**config.mk**
```make
export PLATFORM = sky130hd
export DESIGN_NAME = mdio_phy_responder
export DESIGN_NICKNAME = d
export VERILOG_FILES = /design/src/rtl/mdio_pkg.sv /design/src/rtl/mdio_edge_sync.sv /design/src/rtl/mdio_phy_responder.sv
export SDC_FILE = /design/constraint.sdc
export NUM_CORES = 1
export LEC_CHECK = 0
export ABC_AREA = 1
export BUFFER_PORTS_ARGS = -buffer_cell sky130_fd_sc_hd__clkbuf_2
export CAP_MARGIN = 40
export CORE_MARGIN = 5
export CORE_UTILIZATION = 57
export CTS_CLUSTER_SIZE = 28
export DETAILED_ROUTE_END_ITERATION = 8
export GPL_TIMING_DRIVEN = 0
export PLACE_DENSITY = 0.79
export SLEW_MARGIN = 20
export SYNTH_ARGS = -nofsm -noshare
export SYNTH_HDL_FRONTEND = slang
export SYNTH_HIERARCHICAL = 1
export SYNTH_SLANG_ARGS = --single-unit
```
**constraint.sdc**
```tcl
create_clock -name sys_clk -period 1.75 [get_ports sys_clk]
set_input_delay 0.0875 -clock sys_clk [delete_from_list [all_inputs] [get_ports sys_clk]]
set_output_delay 0.0875 -clock sys_clk [all_outputs]
set_load 0.03 [all_outputs]
```
**src/rtl/mdio_pkg.sv**
```systemverilog
// rtl/mdio_pkg.sv - shared states, opcodes and field widths for the MDIO responder
package mdio_pkg;

  typedef enum logic [2:0] {
    S_PRE,
    S_ST1,
    S_OP,
    S_PHYAD,
    S_REGAD,
    S_TA,
    S_DATA
  } mdio_state_t;

  localparam logic [1:0] OP_RD  = 2'b10;
  localparam logic [1:0] OP_WR  = 2'b01;
  localparam logic [1:0] ST_PAT = 2'b01;
  localparam logic [1:0] TA_PAT = 2'b10;

  localparam int PHYAD_W = 5;
  localparam int REGAD_W = 5;
  localparam int DATA_W  = 16;

endpackage

```
**src/rtl/mdio_edge_sync.sv**
```systemverilog
// rtl/mdio_edge_sync.sv - synchroniser and MDC rising-edge detector
module mdio_edge_sync #(
  parameter int P_SYNC_STAGES = 2
) (
  input  logic sys_clk,
  input  logic reset_n,
  input  logic mdio_clk,
  input  logic mdio_in,
  output logic mdc_rise,
  output logic mdio_bit
);

  logic [P_SYNC_STAGES-1:0] clk_sync;
  logic [P_SYNC_STAGES-1:0] dat_sync;
  logic                     clk_prev;

  // Both lines share one pipeline depth so the sampled bit lines up with the detected edge;
  // flops reset high so a high MDC at reset release never reads as a rising edge.
  always_ff @(posedge sys_clk) begin
    if (!reset_n) begin
      clk_sync <= '1;
      dat_sync <= '1;
      clk_prev <= 1'b1;
    end else begin
      clk_sync <= {clk_sync[P_SYNC_STAGES-2:0], mdio_clk};
      dat_sync <= {dat_sync[P_SYNC_STAGES-2:0], mdio_in};
      clk_prev <= clk_sync[P_SYNC_STAGES-1];
    end
  end

  assign mdc_rise = clk_sync[P_SYNC_STAGES-1] & ~clk_prev;
  assign mdio_bit = dat_sync[P_SYNC_STAGES-1];

endmodule

```
**src/rtl/mdio_phy_responder.sv**
```systemverilog
// rtl/mdio_phy_responder.sv - clause-22 MDIO PHY-side responder with local register port
// Build option: MDIO_PREAMBLE_SUPPRESS_EN accepts ST after a single idle 1.
module mdio_phy_responder
  import mdio_pkg::*;
#(
  parameter int   P_SYNC_STAGES  = 2,
  parameter int   P_PREAMBLE_LEN = 32,
  parameter logic P_BROADCAST_EN = 1'b1
) (
  input  logic                sys_clk,
  input  logic                reset_n,
  input  logic                mdio_clk,
  input  logic                mdio_in,
  output logic                mdio_out,
  output logic                mdio_oen,
  input  logic [PHYAD_W-1:0]  phy_addr,
  output logic [REGAD_W-1:0]  reg_addr,
  output logic                reg_rd_en,
  input  logic [DATA_W-1:0]   reg_rdata,
  output logic                reg_wr_en,
  output logic [DATA_W-1:0]   reg_wdata,
  output logic                frame_err,
  output logic                busy
);

  localparam int PC_W = $clog2(P_PREAMBLE_LEN + 1);

  mdio_state_t          state, state_n;
  logic [3:0]           bit_cnt, cnt_n;
  logic [PC_W-1:0]      pre_cnt;
  logic                 pre_ok, pre_sat;
  logic                 mdc_rise, mdio_bit;
  logic                 op_hi, is_rd, ta_hi, addr_hit, rd_lat;
  logic [PHYAD_W-1:0]   phyad;
  logic [REGAD_W-2:0]   regad_lo;
  logic [REGAD_W-1:0]   regad_next;
  logic [DATA_W-2:0]    wr_sh;
  logic [DATA_W-1:0]    wr_word, rd_sh;
  logic                 phy_hit;
  logic                 err_pulse, rd_req, wr_req, addr_load;
  logic                 drv_set, drv_out, drv_oen, drv_shift;

  mdio_edge_sync #(.P_SYNC_STAGES(P_SYNC_STAGES)) u_sync (
    .sys_clk  (sys_clk),
    .reset_n  (reset_n),
    .mdio_clk (mdio_clk),
    .mdio_in  (mdio_in),
    .mdc_rise (mdc_rise),
    .mdio_bit (mdio_bit)
  );

  assign pre_sat = (pre_cnt >= PC_W'(P_PREAMBLE_LEN));
`ifdef MDIO_PREAMBLE_SUPPRESS_EN
  assign pre_ok = (pre_cnt != '0);
`else
  assign pre_ok = pre_sat;
`endif

  assign regad_next = {regad_lo, mdio_bit};
  assign wr_word    = {wr_sh, mdio_bit};
  assign phy_hit    = (phyad == phy_addr) || (P_BROADCAST_EN && (phyad == '0) && !is_rd);
  assign busy       = (state != S_PRE) && (state != S_ST1);

  // State and bit counter register
  always_ff @(posedge sys_clk) begin
    if (!reset_n) begin
      state   <= S_PRE;
      bit_cnt <= '0;
    end else begin
      state   <= state_n;
      bit_cnt <= cnt_n;
    end
  end

  // Next-state decode plus strobe and drive requests, evaluated only on MDC rising edges
  always_comb begin
    state_n   = state;
    cnt_n     = bit_cnt;
    err_pulse = 1'b0;
    rd_req    = 1'b0;
    wr_req    = 1'b0;
    addr_load = 1'b0;
    drv_set   = 1'b0;
    drv_out   = 1'b1;
    drv_oen   = 1'b1;
    drv_shift = 1'b0;
    if (mdc_rise) begin
      cnt_n = bit_cnt + 4'd1;
      case (state)
        S_PRE: begin
          cnt_n = '0;
          if (mdio_bit == ST_PAT[1] && pre_ok) state_n = S_ST1;
        end
        S_ST1: begin
          cnt_n = '0;
          if (mdio_bit == ST_PAT[0]) begin
            state_n = S_OP;
          end else begin
            err_pulse = 1'b1;
            state_n   = S_PRE;
          end
        end
        S_OP: begin
          if (bit_cnt == 4'd1) begin
            cnt_n = '0;
            if ({op_hi, mdio_bit} == OP_RD || {op_hi, mdio_bit} == OP_WR) begin
              state_n = S_PHYAD;
            end else begin
              err_pulse = 1'b1;
              state_n   = S_PRE;
            end
          end
        end
        S_PHYAD: begin
          if (bit_cnt == 4'(PHYAD_W - 1)) begin
            cnt_n   = '0;
            state_n = S_REGAD;
          end
        end
        S_REGAD: begin
          if (bit_cnt == 4'(REGAD_W - 1)) begin
            cnt_n     = '0;
            state_n   = S_TA;
            addr_load = phy_hit;
            rd_req    = phy_hit && is_rd;
          end
        end
        S_TA: begin
          // First TA edge schedules the turnaround 0; second schedules the data MSB.
          if (addr_hit && is_rd) begin
            drv_set   = 1'b1;
            drv_oen   = 1'b0;
            drv_out   = (bit_cnt == 4'd0) ? 1'b0 : rd_sh[DATA_W-1];
            drv_shift = (bit_cnt != 4'd0);
          end
          if (bit_cnt == 4'd1) begin
            cnt_n   = '0;
            state_n = S_DATA;
            if (addr_hit && !is_rd && ({ta_hi, mdio_bit} != TA_PAT)) begin
              err_pulse = 1'b1;
              state_n   = S_PRE;
            end
          end
        end
        S_DATA: begin
          if (addr_hit && is_rd) begin
            drv_set = 1'b1;
            if (bit_cnt != 4'(DATA_W - 1)) begin
              drv_oen   = 1'b0;
              drv_out   = rd_sh[DATA_W-1];
              drv_shift = 1'b1;
            end
          end
          if (bit_cnt == 4'(DATA_W - 1)) begin
            cnt_n   = '0;
            state_n = S_PRE;
            wr_req  = addr_hit && !is_rd;
          end
        end
        default: begin
          cnt_n   = '0;
          state_n = S_PRE;
        end
      endcase
    end
  end

  // Field shift registers, preamble counter, register-port strobes and line drive
  always_ff @(posedge sys_clk) begin
    if (!reset_n) begin
      pre_cnt   <= '0;
      op_hi     <= 1'b0;
      is_rd     <= 1'b0;
      ta_hi     <= 1'b0;
      addr_hit  <= 1'b0;
      rd_lat    <= 1'b0;
      phyad     <= '0;
      regad_lo  <= '0;
      wr_sh     <= '0;
      rd_sh     <= '0;
      mdio_out  <= 1'b1;
      mdio_oen  <= 1'b1;
      reg_addr  <= '0;
      reg_rd_en <= 1'b0;
      reg_wr_en <= 1'b0;
      reg_wdata <= '0;
      frame_err <= 1'b0;
    end else begin
      reg_rd_en <= rd_req;
      reg_wr_en <= wr_req;
      frame_err <= err_pulse;
      rd_lat    <= reg_rd_en;
      if (mdc_rise) begin
        case (state)
          S_PRE:   pre_cnt <= mdio_bit ? (pre_sat ? pre_cnt : pre_cnt + PC_W'(1)) : '0;
          S_OP:    if (bit_cnt == 4'd0) op_hi <= mdio_bit;
                   else is_rd <= ({op_hi, mdio_bit} == OP_RD);
          S_PHYAD: phyad <= {phyad[PHYAD_W-2:0], mdio_bit};
          S_REGAD: begin
            regad_lo <= regad_next[REGAD_W-2:0];
            if (bit_cnt == 4'(REGAD_W - 1)) addr_hit <= phy_hit;
          end
          S_TA:    if (bit_cnt == 4'd0) ta_hi <= mdio_bit;
          S_DATA:  wr_sh <= wr_word[DATA_W-2:0];
          default: ;
        endcase
      end
      if (state != S_PRE) pre_cnt <= '0;
      if (addr_load) reg_addr <= regad_next;
      if (wr_req) reg_wdata <= wr_word;
      if (rd_lat) rd_sh <= reg_rdata;
      else if (drv_shift) rd_sh <= {rd_sh[DATA_W-2:0], 1'b0};
      if (drv_set) begin
        mdio_out <= drv_out;
        mdio_oen <= drv_oen;
      end
    end
  end

endmodule

```
==> flow_summary.json <==
{
  "status": "completed",
  "nFillCells": 603,
  "skew_ps": 13.1,
  "yosysSeqAreaShare_pct": 44.0,
  "avgViaCountPerCell": 5.17,
  "gr-total-overflow": 0,
  "cts_tree": "yes",
  "ctsHtreeMaxLevel": 3,
  "cts-buffers-inserted": 9,
  "crit_path_end_kind": "register",
  "ant_nets": 0,
  "r2r_end": "reg_wdata[7]",
  "antenna_found_initial": 0,
  "drt-total-wl_um": 9040,
  "syn_inst": 573,
  "cts-root-buf": "clkbuf_8",
  "setup.worst_path.start_class": "register",
  "hold_path_depth": 5,
  "final_common_cell": "nand2_1",
  "rrSetupSlack_ps": 80,
  "track_usage_pct": 20.5,
  "wl_per_cell_um": 12.1,
  "port_buffers": 51,
  "grt_pass1_vias": 3360,
  "slew_viol_final": 0,
  "critical_path_required_ps": 2010,
  "core-area_um2": 6870,
  "grt_max_degree": 17,
  "hp-class": "input port to register",
  "ys_types": 33,
  "setup_violations": 0,
  "start_util_pct": 58.9,
  "insertion_delay_ps": 370,
  "area_growth_pct": 17.0,
  "max_freq_mhz": 597,
  "crit_type": "register to register",
  "clk_pin_slew_worst_paths_ps": 100,
  "synth_async_sr_flop_share_pct": 0,
  "tns_ps": 0,
  "crit_fanout": 10,
  "drive_gt1_share_pct": 17.2,
  "relSlewSlack_pct": 60.4,
  "min_period_over_period_pct": 95.7,
  "dp_hpwl_um": 6360,
  "drv_cap": 0,
  "synth_edf_count": 0,
  "ys.flop_type": "dfxtp_1",
  "reg2reg_from": "bit_cnt[0]",
  "leakagePower_nw": 2.07,
  "diodes": 0,
  "first_iter_violations": 203,
  "dr.pass1.iters": 5,
  "worst_ep_arrival_time_ps": 1930,
  "drcViolationCount": 0,
  "vdd_drop_max_v": 0.000549,
  "synth_area_um2": 4050,
  "io_pins": 52,
  "grt_pass1_wl_um": 14700,
  "ys_ff_latch": 89,
  "hold_path_startpoint": "reg_rdata[7]",
  "avgSynthCellArea_um2": 7.07,
  "post-route-util_pct": 69.0,
  "min_period_ps": 1670,
  "dp.cells": 720,
  "worstRegToRegCells": 7,
  "syn_nets": 604,
  "vias": 3855,
  "p_per_area_nw_per_um2": 741,
  "nets": 676,
  "die_area_um2": 8890,
  "min_to": "rd_sh[7]",
  "tightest_slew_ps": 594,
  "die_y_um": 94.3,
  "globalplace.congestion": 0.890,
  "placementRows": 30,
  "cts.sinks": 89,
  "die_width_um": 94.3,
  "fin_cells": 746,
  "final_cell_mix": "nand2_1 (115), nor2_1 (90), dfxtp_1 (86), inv_1 (57), nand3_1 (56)",
  "finalHoldViolations": 0,
  "ys_warn_count": 6,
  "clk_path_buf_depth": 2
}
==> repair_timing <==
action | CTS | global route
buffers inserted | 0 | 4
pin swaps | 0 | 1
endpoints found under the hold margin | 6 | 0
resized for setup | 4 | 13
setup endpoints to repair | 30 | 35
hold buffers | 6 | 0
==> per-stage QoR <==
stage	setup WS, ps	hold WS (ps)	power, W	instance area, um^2
after floorplan	224	156	0.00215	4050
after global placement	-58.3	257	0.00221	4420
after detailed placement	-102	269	0.00221	4420
after CTS	13.3	31.8	0.00354	4680
after global routing	-13.8	54.5	0.00365	4740
final	75.5	40.2	0.00351	4740
==> where the power goes <==
part | internal, W | switching [W] | leakage (nW) | total [W]
clock network | 0.000569 | 0.000762 | 0.0895 | 0.00133
registers | 0.00203 | 0.00000553 | 0.718 | 0.00204
logic | 0.0000558 | 0.0000875 | 1.27 | 0.000143
total | 0.00266 | 0.000855 | 2.07 | 0.00351
==> worst max-delay path by stage <==
| stage | start | to | slack, ps | cells after the start |
|---|---|---|---|---|
| CTS | bit_cnt[0] | reg_wdata[7] | 10 | 7 |
| detailed placement | u_sync/clk_sync[1] | rd_sh[12] | -100 | 11 |
| floorplan | u_sync/clk_sync[1] | rd_sh[15] | 220 | 10 |
| global route | bit_cnt[1] | reg_wdata[11] | -10 | 7 |
| global placement | u_sync/clk_sync[1] | rd_sh[14] | -60 | 11 |
| finish | bit_cnt[0] | reg_wdata[7] | 80 | 7 |
==> metal layers <==
layer  track usage (%)  vias up  part of all wire (%)  routed length, um
met1              25.9     1760                    46               4120
met4              8.66        0                   1.8                163
li1                  -     1974                     -                  -
met3              3.69       21                   5.1                463
met5                 0        -                     0                  0
met2              34.3      100                    47               4290
==> layout make-up <==
type                            count  area, um^2  area share [%]
Clock inverter                      6        50.0            1.06
Sequential cell                    89        1790            37.7
Buffer                             27         171            3.62
Clock buffer                       10         138            2.91
Inverter                           63         245            5.18
Timing Repair Buffer               61         345            7.29
Tap cell                           96         120            2.54
Multi-Input combinational cell    394        1880            39.7
==> cells in the mapped netlist (4+ instances only) <==
master / count / area, um^2
nand2_1: 115 / 432
nand3_2: 7 / 70.1
inv_1: 57 / 214
dfxtp_1: 89 / 1780
a21oi_1: 55 / 275
buf_4: 4 / 30.0
clkbuf_1: 13 / 48.8
o21ai_0: 36 / 180
nor2_1: 94 / 353
ha_1: 6 / 75.1
nand3_1: 56 / 280
nor3_1: 4 / 20.0
==> cell families (layout without fill, tap and decap cells) <==
kind of cell | count (synthesis) | count (layout) | share of synthesized area, %
AOI/OAI and AO/OA | 96 | 96 | 12.2
xor gates and xnor gates | 2 | 2 | 0.433
adders and majority gates | 6 | 6 | 1.85
buffers and inverters | 90 | 167 | 9.89
DFF | 89 | 89 | 44.0
and+or+nand+nor | 290 | 290 | 31.6
==> worst max-delay path: stages, from the launching register on <==
cell and delay (ps):
dfxtp_2 370, ha_1 220, nand3_1 170, nor2_4 170, nand4_4 160, clkbuf_4 230
o21ai_0 190, nor2_1 60
==> state kept, by name, indices dropped and copies added, names as in the netlist <==
register,flops
rd_sh,16
reg_wdata,16
wr_sh,15
pre_cnt,6
phyad,5
reg_addr,5
bit_cnt,4
regad_lo,4
state,3
u_sync/clk_sync,2
u_sync/dat_sync,2
addr_hit,1
frame_err,1
is_rd,1
mdio_oen,1
mdio_out,1
op_hi,1
rd_lat,1
reg_rd_en,1
reg_wr_en,1
ta_hi,1
u_sync/clk_prev,1
(Power assumes the default switching activity.)
